`src/rtl/minesweeper_pkg.sv`:
```
// Shared types for the minesweeper command path: FSM states, command codes,
// cell bit positions and the per-axis cursor step request.
package minesweeper_pkg;

  typedef enum logic [2:0] {
    IDLE    = 3'd0,
    PRE_RD  = 3'd1,
    ISSUE   = 3'd2,
    POST_RD = 3'd3,
    EVAL    = 3'd4,
    DONE    = 3'd5
  } state_t;

  typedef enum logic {
    CMD_OPEN = 1'b0,
    CMD_FLAG = 1'b1
  } cmd_t;

  typedef enum logic [1:0] {
    STEP_HOLD = 2'd0,
    STEP_DEC  = 2'd1,
    STEP_INC  = 2'd2
  } step_t;

  localparam int MINE_BIT    = 4;
  localparam int OPENED_BIT  = 0;
  localparam int FLAGGED_BIT = 1;

endpackage

```
`src/rtl/player_ctrl_if.sv`:
```
// Button, board read-back and command signals between player_ctrl (master)
// and its surroundings (slave: debouncers, board, board_cover).
interface player_ctrl_if #(
  parameter int x_coord_bits = 4,
  parameter int y_coord_bits = 4
);
  logic                                 btn_up;
  logic                                 btn_down;
  logic                                 btn_left;
  logic                                 btn_right;
  logic                                 btn_open;
  logic                                 btn_flag;
  logic [4:0]                           cell_val_board;
  logic [1:0]                           cell_val_cover;
  logic [x_coord_bits+y_coord_bits-1:0] num_mines;
  logic [x_coord_bits-1:0]              x_coord;
  logic [y_coord_bits-1:0]              y_coord;
  logic                                 open;
  logic                                 flag;
  logic                                 busy;
  logic                                 game_over;
  logic                                 game_won;

  modport master (
    input  btn_up, btn_down, btn_left, btn_right, btn_open, btn_flag,
    input  cell_val_board, cell_val_cover, num_mines,
    output x_coord, y_coord, open, flag, busy, game_over, game_won
  );

  modport slave (
    output btn_up, btn_down, btn_left, btn_right, btn_open, btn_flag,
    output cell_val_board, cell_val_cover, num_mines,
    input  x_coord, y_coord, open, flag, busy, game_over, game_won
  );
endinterface

```
`src/rtl/cursor_step.sv`:
```
// Next cursor position on one axis. Saturates at 0 and SIZE-1 by default;
// wraps around when PLAYER_CTRL_WRAP_EN is defined.
module cursor_step
  import minesweeper_pkg::*;
#(
  parameter int SIZE = 16,
  parameter int W    = 4
) (
  input  logic [W-1:0] i_pos,
  input  step_t        i_step,
  output logic [W-1:0] o_pos
);

`ifdef PLAYER_CTRL_WRAP_EN
  localparam bit WRAP = 1'b1;
`else
  localparam bit WRAP = 1'b0;
`endif

  localparam logic [W-1:0] MAX_POS = W'(SIZE - 1);

  always_comb begin
    o_pos = i_pos;
    case (i_step)
      STEP_DEC: begin
        if (i_pos == '0) o_pos = WRAP ? MAX_POS : '0;
        else             o_pos = i_pos - W'(1);
      end
      // >= keeps non-power-of-two sizes in range
      STEP_INC: begin
        if (i_pos >= MAX_POS) o_pos = WRAP ? '0 : MAX_POS;
        else                  o_pos = i_pos + W'(1);
      end
      default: o_pos = i_pos;
    endcase
  end

endmodule

```
`src/rtl/player_ctrl.sv`:
```
// Minesweeper player controller: cursor moves, guarded open/flag commands and
// game-over / win tracking. Optional macro PLAYER_CTRL_WRAP_EN (edge wrap).
module player_ctrl
  import minesweeper_pkg::*;
#(
  parameter int x_size       = 16,
  parameter int y_size       = 16,
  parameter int x_coord_bits = 4,
  parameter int y_coord_bits = 4,
  parameter int READ_LAT     = 1
) (
  input  logic          clk,
  input  logic          reset,
  player_ctrl_if.master bus
);

  localparam int                CNT_W     = x_coord_bits + y_coord_bits + 1;
  localparam logic [CNT_W-1:0]  N_CELLS   = CNT_W'(x_size * y_size);
  localparam logic [1:0]        PRE_WAIT  = 2'(READ_LAT - 1);
  localparam logic [1:0]        POST_WAIT = 2'(READ_LAT);

  state_t                  r_state;
  cmd_t                    r_cmd;
  logic [1:0]              r_wait;
  logic [CNT_W-1:0]        r_opened_cnt;
  logic [x_coord_bits-1:0] r_x;
  logic [y_coord_bits-1:0] r_y;
  logic                    r_open;
  logic                    r_flag;
  logic                    r_busy;
  logic                    r_game_over;
  logic                    r_game_won;

  step_t                   w_x_step;
  step_t                   w_y_step;
  logic [x_coord_bits-1:0] w_x_next;
  logic [y_coord_bits-1:0] w_y_next;
  logic [CNT_W-1:0]        w_cnt_inc;
  logic [CNT_W-1:0]        w_safe_cells;
  logic                    w_unused_nbr;

  // Move decode; any open/flag pulse suppresses moves in the same cycle.
  always_comb begin
    w_x_step = STEP_HOLD;
    w_y_step = STEP_HOLD;
    if (!bus.btn_open && !bus.btn_flag) begin
      if      (bus.btn_up)    w_y_step = STEP_DEC;
      else if (bus.btn_down)  w_y_step = STEP_INC;
      else if (bus.btn_left)  w_x_step = STEP_DEC;
      else if (bus.btn_right) w_x_step = STEP_INC;
    end
  end

  cursor_step #(.SIZE(x_size), .W(x_coord_bits)) u_x_step (
    .i_pos (r_x),
    .i_step(w_x_step),
    .o_pos (w_x_next)
  );

  cursor_step #(.SIZE(y_size), .W(y_coord_bits)) u_y_step (
    .i_pos (r_y),
    .i_step(w_y_step),
    .o_pos (w_y_next)
  );

  assign w_cnt_inc    = r_opened_cnt + CNT_W'(1);
  assign w_safe_cells = N_CELLS - CNT_W'(bus.num_mines);
  assign w_unused_nbr = ^bus.cell_val_board[3:0];

  always_ff @(posedge clk or negedge reset) begin
    if (!reset) begin
      r_state      <= IDLE;
      r_cmd        <= CMD_OPEN;
      r_wait       <= '0;
      r_opened_cnt <= '0;
      r_x          <= '0;
      r_y          <= '0;
      r_open       <= 1'b0;
      r_flag       <= 1'b0;
      r_busy       <= 1'b0;
      r_game_over  <= 1'b0;
      r_game_won   <= 1'b0;
    end else begin
      r_open <= 1'b0;
      r_flag <= 1'b0;
      case (r_state)
        IDLE: begin
          if (bus.btn_open || bus.btn_flag) begin
            r_cmd   <= bus.btn_open ? CMD_OPEN : CMD_FLAG;
            r_busy  <= 1'b1;
            r_wait  <= PRE_WAIT;
            r_state <= PRE_RD;
          end else begin
            r_x <= w_x_next;
            r_y <= w_y_next;
          end
        end
        PRE_RD: begin
          if (r_wait != '0) begin
            r_wait <= r_wait - 2'd1;
          end else if (bus.cell_val_cover[OPENED_BIT] ||
                       (r_cmd == CMD_OPEN && bus.cell_val_cover[FLAGGED_BIT])) begin
            r_busy  <= 1'b0;
            r_state <= IDLE;
          end else begin
            r_open  <= (r_cmd == CMD_OPEN);
            r_flag  <= (r_cmd == CMD_FLAG);
            r_state <= ISSUE;
          end
        end
        ISSUE: begin
          r_wait  <= POST_WAIT;
          r_state <= POST_RD;
        end
        // Wait for board_cover to reflect the issued command before judging it.
        POST_RD: begin
          if (r_wait != '0) begin
            r_wait <= r_wait - 2'd1;
          end else if (r_cmd == CMD_OPEN) begin
            r_state <= EVAL;
          end else begin
            r_busy  <= 1'b0;
            r_state <= IDLE;
          end
        end
        EVAL: begin
          r_busy <= 1'b0;
          if (bus.cell_val_cover[OPENED_BIT] && bus.cell_val_board[MINE_BIT]) begin
            r_game_over <= 1'b1;
            r_state     <= DONE;
          end else begin
            r_opened_cnt <= w_cnt_inc;
            if (w_cnt_inc == w_safe_cells) begin
              r_game_won <= 1'b1;
              r_state    <= DONE;
            end else begin
              r_state <= IDLE;
            end
          end
        end
        DONE:    r_state <= DONE;
        default: r_state <= IDLE;
      endcase
    end
  end

  assign bus.x_coord   = r_x;
  assign bus.y_coord   = r_y;
  assign bus.open      = r_open;
  assign bus.flag      = r_flag;
  assign bus.busy      = r_busy;
  assign bus.game_over = r_game_over;
  assign bus.game_won  = r_game_won;

endmodule

```
`src/flat_wrapper.sv`:
```
// flat-port wrapper written by rule: the top's interface ports become plain ports
module player_ctrl_flat import minesweeper_pkg::*;
#(
  parameter int x_size       = 16,
  parameter int y_size       = 16,
  parameter int x_coord_bits = 4,
  parameter int y_coord_bits = 4,
  parameter int READ_LAT     = 1
)
  (clk, reset, bus_btn_up, bus_btn_down, bus_btn_left, bus_btn_right, bus_btn_open, bus_btn_flag, bus_cell_val_board, bus_cell_val_cover, bus_num_mines, bus_x_coord, bus_y_coord, bus_open, bus_flag, bus_busy, bus_game_over, bus_game_won);
  player_ctrl_if #(.x_coord_bits(x_coord_bits), .y_coord_bits(y_coord_bits)) bus_i ();
  input  logic clk;
  input  logic reset;
  input wire logic [$bits(bus_i.btn_up)-1:0] bus_btn_up;
  input wire logic [$bits(bus_i.btn_down)-1:0] bus_btn_down;
  input wire logic [$bits(bus_i.btn_left)-1:0] bus_btn_left;
  input wire logic [$bits(bus_i.btn_right)-1:0] bus_btn_right;
  input wire logic [$bits(bus_i.btn_open)-1:0] bus_btn_open;
  input wire logic [$bits(bus_i.btn_flag)-1:0] bus_btn_flag;
  input wire logic [$bits(bus_i.cell_val_board)-1:0] bus_cell_val_board;
  input wire logic [$bits(bus_i.cell_val_cover)-1:0] bus_cell_val_cover;
  input wire logic [$bits(bus_i.num_mines)-1:0] bus_num_mines;
  output wire logic [$bits(bus_i.x_coord)-1:0] bus_x_coord;
  output wire logic [$bits(bus_i.y_coord)-1:0] bus_y_coord;
  output wire logic [$bits(bus_i.open)-1:0] bus_open;
  output wire logic [$bits(bus_i.flag)-1:0] bus_flag;
  output wire logic [$bits(bus_i.busy)-1:0] bus_busy;
  output wire logic [$bits(bus_i.game_over)-1:0] bus_game_over;
  output wire logic [$bits(bus_i.game_won)-1:0] bus_game_won;
  assign bus_i.btn_up = bus_btn_up;
  assign bus_i.btn_down = bus_btn_down;
  assign bus_i.btn_left = bus_btn_left;
  assign bus_i.btn_right = bus_btn_right;
  assign bus_i.btn_open = bus_btn_open;
  assign bus_i.btn_flag = bus_btn_flag;
  assign bus_i.cell_val_board = bus_cell_val_board;
  assign bus_i.cell_val_cover = bus_cell_val_cover;
  assign bus_i.num_mines = bus_num_mines;
  assign bus_x_coord = bus_i.x_coord;
  assign bus_y_coord = bus_i.y_coord;
  assign bus_open = bus_i.open;
  assign bus_flag = bus_i.flag;
  assign bus_busy = bus_i.busy;
  assign bus_game_over = bus_i.game_over;
  assign bus_game_won = bus_i.game_won;
  player_ctrl #(.x_size(x_size), .y_size(y_size), .x_coord_bits(x_coord_bits), .y_coord_bits(y_coord_bits), .READ_LAT(READ_LAT)) u_core (.clk(clk), .reset(reset), .bus(bus_i));
endmodule
```
`config.mk`:
```
export PLATFORM = sky130hd
export DESIGN_NAME = player_ctrl_flat
export DESIGN_NICKNAME = d
export VERILOG_FILES = /design/src/rtl/minesweeper_pkg.sv /design/src/rtl/player_ctrl_if.sv /design/src/rtl/cursor_step.sv /design/src/rtl/player_ctrl.sv /design/src/flat_wrapper.sv
export SDC_FILE = /design/constraint.sdc
export NUM_CORES = 1
export LEC_CHECK = 0
export BUFFER_PORTS_ARGS = -buffer_cell sky130_fd_sc_hd__buf_2
export CORE_MARGIN = 5
export CORE_UTILIZATION = 56
export CTS_BUF_LIST = sky130_fd_sc_hd__clkbuf_16
export CTS_CLUSTER_SIZE = 16
export DETAILED_ROUTE_END_ITERATION = 16
export PLACE_DENSITY = 0.8
export SETUP_SLACK_MARGIN = 0.1
export SKIP_LAST_GASP = 1
export SLEW_MARGIN = 0
export SYNTH_ARGS = -nofsm -noshare
export SYNTH_HDL_FRONTEND = slang
export SYNTH_SLANG_ARGS = --single-unit
export TNS_END_PERCENT = 1
```
`constraint.sdc`:
```
create_clock -name clk -period 2.2 [get_ports clk]
set_input_delay 0.11 -clock clk [delete_from_list [all_inputs] [get_ports clk]]
set_output_delay 0.11 -clock clk [all_outputs]
set_load 0.03 [all_outputs]
```
==> impl_metrics.sql, run 1 <==
INSERT INTO impl_metrics (metric_group, metric, value, unit) VALUES
('setup_path', 'crit_required', '2.37', 'ns'),
('clocking', 'worstSkewPairLatency', '0.26', 'ns'),
('clocking', 'clk_root_buffer_cell', 'clkbuf_16', ''),
('yosys', 'postSynthCellCount', '227', ''),
('yosys', 'mappedNetlistNets', '261', ''),
('route', 'drt_iter0_markers', '184', ''),
('min_path', 'hold_class', 'input pin to register', ''),
('power', 'internal_power', '1.38', 'mW'),
('yosys', 'post_synth_main_area_contributors', 'dfrtp_1, ha_1, xnor2_1', ''),
('min_path', 'hold_path.startpoint', 'bus_cell_val_cover[1]', ''),
('global_route', 'global_route_wire_length_before_repair', '6880', 'um'),
('setup_path', 'timing.critical_path.from', 'u_core.r_opened_cnt[0]', ''),
('yosys', 'yosysUniqueCellTypes', '50', ''),
('yosys', 'postSynthRegisterBits', '28', ''),
('setup_path', 'critical_path_cell_by_cell', 'ha_4 > nand3_1 > or3_4 > a2111oi_2 > o22ai_2 > o31ai_2', ''),
('placement', 'post-dp-hpwl', '3160', 'um'),
('global_route', 'grtUsageTotal', '0.168', ''),
('route', 'post_route_drc', '0', ''),
('sta', 'clock_skew_after_layout', '0.00331', 'ns'),
('power', 'power-per-cell-area', '1030', 'nW/um^2'),
('setup_path', 'crit_type', 'register to register', ''),
('power', 'power_frac_seq', '0.366', ''),
('power', 'static-leakage-power', '1.07', 'nW'),
('global_route', 'grt_max_degree', '29', ''),
('finish', 'nets', '294', ''),
('finish', 'antennaDiodeCount', '0', ''),
('power', 'clkPwrFrac', '0.172', ''),
('placement', 'final_weighted_congestion_in_routability_driven_placement', '0.817', ''),
('floorplan', 'design.die.area', '4880', 'um^2'),
('run_status', 'outcome', 'finished, final reports clean', ''),
('clocking', 'clk_path_buf_depth', '2', ''),
('setup_path', 'reg2reg_setup_slack', '0.26', 'ns'),
('yosys', 'synth.avg_cell_area', '8.84', 'um^2'),
('floorplan', 'initial_core_util', '0.588', ''),
('global_route', 'grt_overflow', '0', ''),
('setup_path', 'r2r-start', 'u_core.r_opened_cnt[0]', ''),
('clocking', 'clk_pin_slew', '0.06', 'ns'),
('setup_path', 'cpLargestDelayFamily', 'compound AO/OA/AOI/OAI gates', ''),
('sta', 'tightest_slew', '0.622', 'ns'),
('floorplan', 'fp.dieW', '69.9', 'um'),
('yosys', 'number_of_flops_mapped_to_enable_cells_by_yosys', '0', ''),
('sta', 'final_hold_viol_count', '0', ''),
('floorplan', 'floorplan.core_area', '3420', 'um^2'),
('yosys', 'postSynth.asyncResetShare', '1.00', ''),
('setup_path', 'critical_path_peak_fanout', '5', ''),
('yosys', 'synth_top_cells_by_count', 'dfrtp_1, nand2_1, o21ai_0, inv_1, a21oi_1', ''),
('route', 'drt_pass1_iterations', '6', ''),
('setup_path', 'delay_contributed_by_the_slowest_stage_of_the_critical_path', '0.43', 'ns'),
('yosys', 'yosys_warning_total', '0', ''),
('setup_path', 'critical_path.startpoint_type', 'register', ''),
('clocking', 'clkSinkCount', '28', ''),
('power', 'total_power', '2.39', 'mW'),
('yosys', 'synth.cell_area', '2010', 'um^2'),
('sta', 'achievable-frequency', '515', 'MHz'),
('finish', 'area_growth', '15.6', '%'),
('route', 'routed_wl', '4210', 'um'),
('sta', 'final.min_clock_period', '1.94', 'ns'),
('power', 'switching_share', '0.422', ''),
('yosys', 'synth_area_leader_cell', 'dfrtp_1', ''),
('sta', 'grt_setup_unrepaired', 'no', ''),
('route', 'vias_per_cell', '5.77', ''),
('route', 'wl_per_cell', '13.8', 'um'),
('clocking', 'numCtsBuffers', '3', ''),
('setup_path', 'cp_slowest_cell', 'dfrtp_2', ''),
('route', 'route.vias.total', '1759', ''),
('sta', 'setup_tns', '0', 'ns'),
('floorplan', 'die_span_y', '69.9', 'um'),
('clocking', 'clock_tree_from_tritoncts', 'built', ''),
('flow_run', 'drv_cap', '0', ''),
('floorplan', 'placementRows', '21', ''),
('sta', 'timing.hold.ws', '0.0188', 'ns');
worst register-to-register path: stages, from the launching register on:
cell       delay, ns
dfrtp_2         0.43
ha_4            0.19
nand3_1         0.10
or3_4           0.35
a2111oi_2       0.39
o22ai_2         0.17
o31ai_2         0.23
cells in the final DEF (no fill, tap or decap), types with 2 or more instances in the layout:
| cell | synthesis | routed |
|---|---|---|
| nand2_1 | 26 | 26 |
| or3b_2 | 2 | 2 |
| or3_1 | 5 | 5 |
| buf_4 | 0 | 3 |
| a22o_1 | 3 | 3 |
| a21o_1 | 3 | 3 |
| xnor2_1 | 12 | 12 |
| inv_1 | 14 | 14 |
| xnor3_1 | 3 | 3 |
| nor4_1 | 2 | 2 |
| ha_1 | 11 | 10 |
| o21ai_0 | 17 | 17 |
| a21oi_1 | 13 | 13 |
| buf_2 | 2 | 31 |
| nor3_2 | 2 | 2 |
| nor3_1 | 10 | 10 |
| nor3b_1 | 5 | 4 |
| a31oi_1 | 3 | 3 |
| dfrtp_1 | 28 | 27 |
| and3_1 | 3 | 3 |
| and2_1 | 3 | 3 |
| nor2_1 | 12 | 12 |
| clkbuf_16 | 0 | 3 |
| or3_4 | 2 | 2 |
| nand3_1 | 9 | 9 |
| xor2_1 | 6 | 6 |
| o21ai_1 | 2 | 2 |
flip-flops by register name, summed over array words and instances (netlist names):
signal                flops
u_core.r_opened_cnt       9
u_core.bus.x_coord        4
u_core.bus.y_coord        4
u_core.r_state            3
u_core.r_wait             2
u_core.bus.busy           1
u_core.bus.flag           1
u_core.bus.game_over      1
u_core.bus.game_won       1
u_core.bus.open           1
u_core.r_cmd              1
what timing repair did:
item	4_1_cts	5_1_grt
endpoints found under the setup margin	0	3
endpoints found under the hold margin	28	0
hold buffers	1	0
resized for setup	0	4
power groups by stage:
stage               logic (mW)  registers [mW]  clock network [mW]
floorplan                0.743           0.938                   0
global placement          1.05           0.864                   0
detailed placement        1.07           0.870                   0
CTS                       1.08           0.863               0.419
global route              1.22           0.911               0.444
finish                    1.10           0.878               0.413
logic make-up after synthesis:
logic type                 Yosys count  synth area share
AOI/OAI and AO/OA                   56             0.183
and+or+nand+nor                     89             0.241
buffers and inverters               21            0.0405
DFF                                 28             0.349
adders and majority gates           11            0.0686
xor gates and xnor gates            21             0.112
muxes                                1           0.00499
final timing paths:
path                                               end  cells past startpoint
worst max-delay path               u_core.bus.game_won                      6
worst min-delay path                   u_core.bus.open                      2
worst max register to register     u_core.bus.game_won                      6
worst min register to register    u_core.bus.game_over                      1
max in group asynchronous       u_core.r_opened_cnt[0]                      2
min in group asynchronous        u_core.bus.y_coord[2]                      2
layer usage:
metal	vias to the layer above	track usage	part of all wire
met5	-	0	0
met4	0	0.0298	0.0043
met3	2	0.0359	0.046
met2	41	0.282	0.49
met1	837	0.226	0.45
li1	879	-	-
through the flow:
step	area, um^2	worst slack [ns]	util	std cells
floorplan	2010	0.302	-	227
global placement	2210	0.164	0.648	300
detailed placement	2210	0.0420	0.648	300
CTS	2300	0.105	0.674	305
global route	2320	0.142	0.679	305
finish	2320	0.258	0.679	305
cell type report:
cell class | count | area, um^2
multi-input combinational | 178 | 1240
fill | 281 | 1090
sequential | 28 | 702
timing repair buffer | 35 | 188
clock buffer | 3 | 75.1
tap | 46 | 57.6
inverter | 14 | 52.6
clock inverter | 1 | 3.75
No activity file was read; power rests on OpenSTA's default activity.
==> inputs of run 2 (changes only) <==
==> constraint.sdc (replaced) <==
create_clock -name clk -period 2.2 [get_ports clk]
set_input_delay 0.22 -clock clk [delete_from_list [all_inputs] [get_ports clk]]
set_output_delay 0.22 -clock clk [all_outputs]
set_load 0.03 [all_outputs]
==> run 2 against run 1 <==
Effect of this change: global-route usage increased by 1.0 points; die area did not move; first-iteration DRC count fell by 6.5%; hold slack gained 0.10 ns; critical endpoint unchanged; via count up 2.0%; cell count grew 0.98%.
==> impl_metrics.sql, run 2 (synthesis results as in run 1) <==
INSERT INTO impl_metrics (metric_group, metric, value, unit) VALUES
('run_status', 'outcome', 'finished, final reports clean', ''),
('clocking', 'clk_root_buffer_cell', 'clkbuf_16', ''),
('sta', 'final_min_period_over_clock_period', '0.899', ''),
('clocking', 'worstSkewPairLatency', '0.26', 'ns'),
('setup_path', 'regToRegEndpoint', 'u_core.bus.game_won', ''),
('sta', 'grt_setup_unrepaired', 'no', ''),
('clocking', 'cts_htree_levels', '1', ''),
('placement', 'placement.cell_area', '2240', 'um^2'),
('setup_path', 'worst_endpoint_data_arrival_time', '2.15', 'ns'),
('setup_path', 'critical_path_cell_by_cell', 'ha_2 > nand3_1 > or3_4 > a2111oi_4 > o22ai_2 > o31ai_2', ''),
('clocking', 'clk_path_buf_depth', '2', ''),
('clocking', 'numCtsBuffers', '3', ''),
('floorplan', 'design.die.area', '4880', 'um^2'),
('finish', 'stdcell_count', '308', ''),
('clocking', 'postCtsSetupBuffers', '0', ''),
('min_path', 'whs_endpoint', 'u_core.bus.open', ''),
('global_route', 'grtUsageTotal', '0.179', ''),
('route', 'route.vias.total', '1794', ''),
('route', 'drt_pass1_iterations', '4', ''),
('floorplan', 'initial_core_util', '0.588', ''),
('finish', 'area_growth', '18.1', '%'),
('sta', 'slew_margin_rel', '0.590', ''),
('setup_path', 'r2r-start', 'u_core.r_opened_cnt[1]', ''),
('setup_path', 'worst-r2r-cell-count', '6', ''),
('finish', 'final_cell_mix', 'buf_2, dfrtp_1, nand2_1', ''),
('finish', 'nets', '297', ''),
('floorplan', 'placementRows', '21', ''),
('finish', 'layout.cells.most_common', 'buf_2', ''),
('min_path', 'hold_path.startpoint', 'bus_cell_val_cover[1]', ''),
('min_path', 'min_delay_path_depth', '2', ''),
('sta', 'achievable-frequency', '506', 'MHz'),
('setup_path', 'critical_path_peak_fanout', '5', ''),
('global_route', 'grt_overflow', '0', ''),
('global_route', 'grt_max_degree', '29', ''),
('route', 'post_route_drc', '0', ''),
('finish', 'antennaDiodeCount', '0', ''),
('floorplan', 'io-pin-count', '36', ''),
('min_path', 'hold_class', 'input pin to register', ''),
('sta', 'final_hold_viol_count', '0', ''),
('setup_path', 'delay_contributed_by_the_slowest_stage_of_the_critical_path', '0.39', 'ns'),
('power', 'power-per-cell-area', '1060', 'nW/um^2'),
('finish', 'nFillCells', '283', ''),
('setup_path', 'crit_type', 'register to register', ''),
('power', 'static-leakage-power', '1.10', 'nW'),
('finish', 'post_route_cells_drive_above_1_share', '0.214', ''),
('finish', 'finish.instance_area', '2370', 'um^2'),
('clocking', 'clkSinkCount', '28', ''),
('sta', 'final_max_slew_viol_count', '0', ''),
('sta', 'finalSetupViolCount', '0', ''),
('route', 'ant_nets', '0', ''),
('placement', 'place.port_buffers', '31', ''),
('setup_path', 'critical_path.startpoint_type', 'register', ''),
('sta', 'tightest_slew', '0.615', 'ns'),
('placement', 'post-dp-hpwl', '3210', 'um'),
('sta', 'final.min_clock_period', '1.98', 'ns'),
('setup_path', 'cp_slowest_cell', 'dfrtp_1', ''),
('route', 'wl_per_cell', '13.7', 'um'),
('flow_run', 'drv_cap', '0', ''),
('finish', 'max_flop_register', 'u_core.r_opened_cnt', ''),
('floorplan', 'die_span_y', '69.9', 'um'),
('setup_path', 'reg2reg_setup_slack', '0.22', 'ns'),
('global_route', 'global_route_wire_length_before_repair', '7310', 'um'),
('setup_path', 'end_kind', 'register', ''),
('floorplan', 'floorplan.core_area', '3420', 'um^2'),
('floorplan', 'fp.dieW', '69.9', 'um'),
('global_route', 'first_global_vias', '1641', ''),
('global_route', 'grt_antenna_before_repair', '0', ''),
('route', 'routed_wl', '4210', 'um'),
('route', 'vias_per_cell', '5.82', ''),
('finish', 'largest_reg_flops', '9', ''),
('placement', 'post-place-cells', '303', ''),
('clocking', 'clk_pin_slew', '0.07', 'ns'),
('sta', 'clock_skew_after_layout', '0.00448', 'ns'),
('route', 'drt_iter0_markers', '172', ''),
('clocking', 'clock_tree_from_tritoncts', 'built', ''),
('setup_path', 'crit_required', '2.37', 'ns'),
('sta', 'setup_tns', '0', 'ns'),
('power', 'ir_drop', '805', 'uV'),
('power', 'total_power', '2.52', 'mW'),
('placement', 'final_weighted_congestion_in_routability_driven_placement', '0.798', '');
[run 2: power breakdown]
group | internal, mW | switching, mW | total, mW | leakage [nW]
logic | 0.490 | 0.664 | 1.15 | 0.684
registers | 0.661 | 0.178 | 0.839 | 0.364
clock network | 0.362 | 0.169 | 0.531 | 0.0511
[run 2: worst max path at each step]
stage,startpoint,to,slack [ns],cells past startpoint
after floorplan,u_core.r_opened_cnt[0],u_core.bus.game_won,0.30,6
after global placement,bus_btn_flag,u_core.bus.x_coord[1],0.18,8
after detailed placement,bus_btn_flag,u_core.bus.x_coord[1],0.11,8
after CTS,u_core.r_opened_cnt[1],u_core.bus.game_won,0.15,6
after global routing,u_core.r_opened_cnt[1],u_core.bus.game_won,0.13,6
final,u_core.r_opened_cnt[1],u_core.bus.game_won,0.22,6
[run 2: critical path, delay by kind of cell (launching register included)]
| kind | cells | cell delay [ns] |
|---|---|---|
| fa+ha+maj | 1 | 0.25 |
| flops | 1 | 0.39 |
| compound gates | 3 | 0.76 |
| simple gates | 2 | 0.49 |
[run 2: metrics by stage]
| stage | hold WS [ns] | setup WS (ns) | utilization |
|---|---|---|---|
| after floorplan | -0.0756 | 0.302 | - |
| after global placement | 0.274 | 0.182 | 0.655 |
| after detailed placement | 0.280 | 0.107 | 0.655 |
| after CTS | 0.122 | 0.149 | 0.688 |
| after global routing | 0.120 | 0.129 | 0.694 |
| final | 0.122 | 0.222 | 0.694 |
[run 2: what timing repair did]
item,CTS,global route
hold endpoints to repair,28,0
endpoints found under the setup margin,0,3
resized for setup,0,3
hold buffers,1,0
[run 2: cell type report]
cell class,instances,area (um^2),area share
well taps,46,57.6,0.0243
flip-flops and latches,28,701,0.296
clock inverters,1,30.0,0.0127
multi-input cells,178,1240,0.525
repair buffers,38,210,0.0887
inverters,14,52.6,0.0222
clock buffers,3,75.1,0.0317
[run 2: routing by layer]
layer	track usage	wire length [um]
met1	0.239	1910
met2	0.305	2110
met3	0.0359	185
met4	0.0255	10
met5	0	0
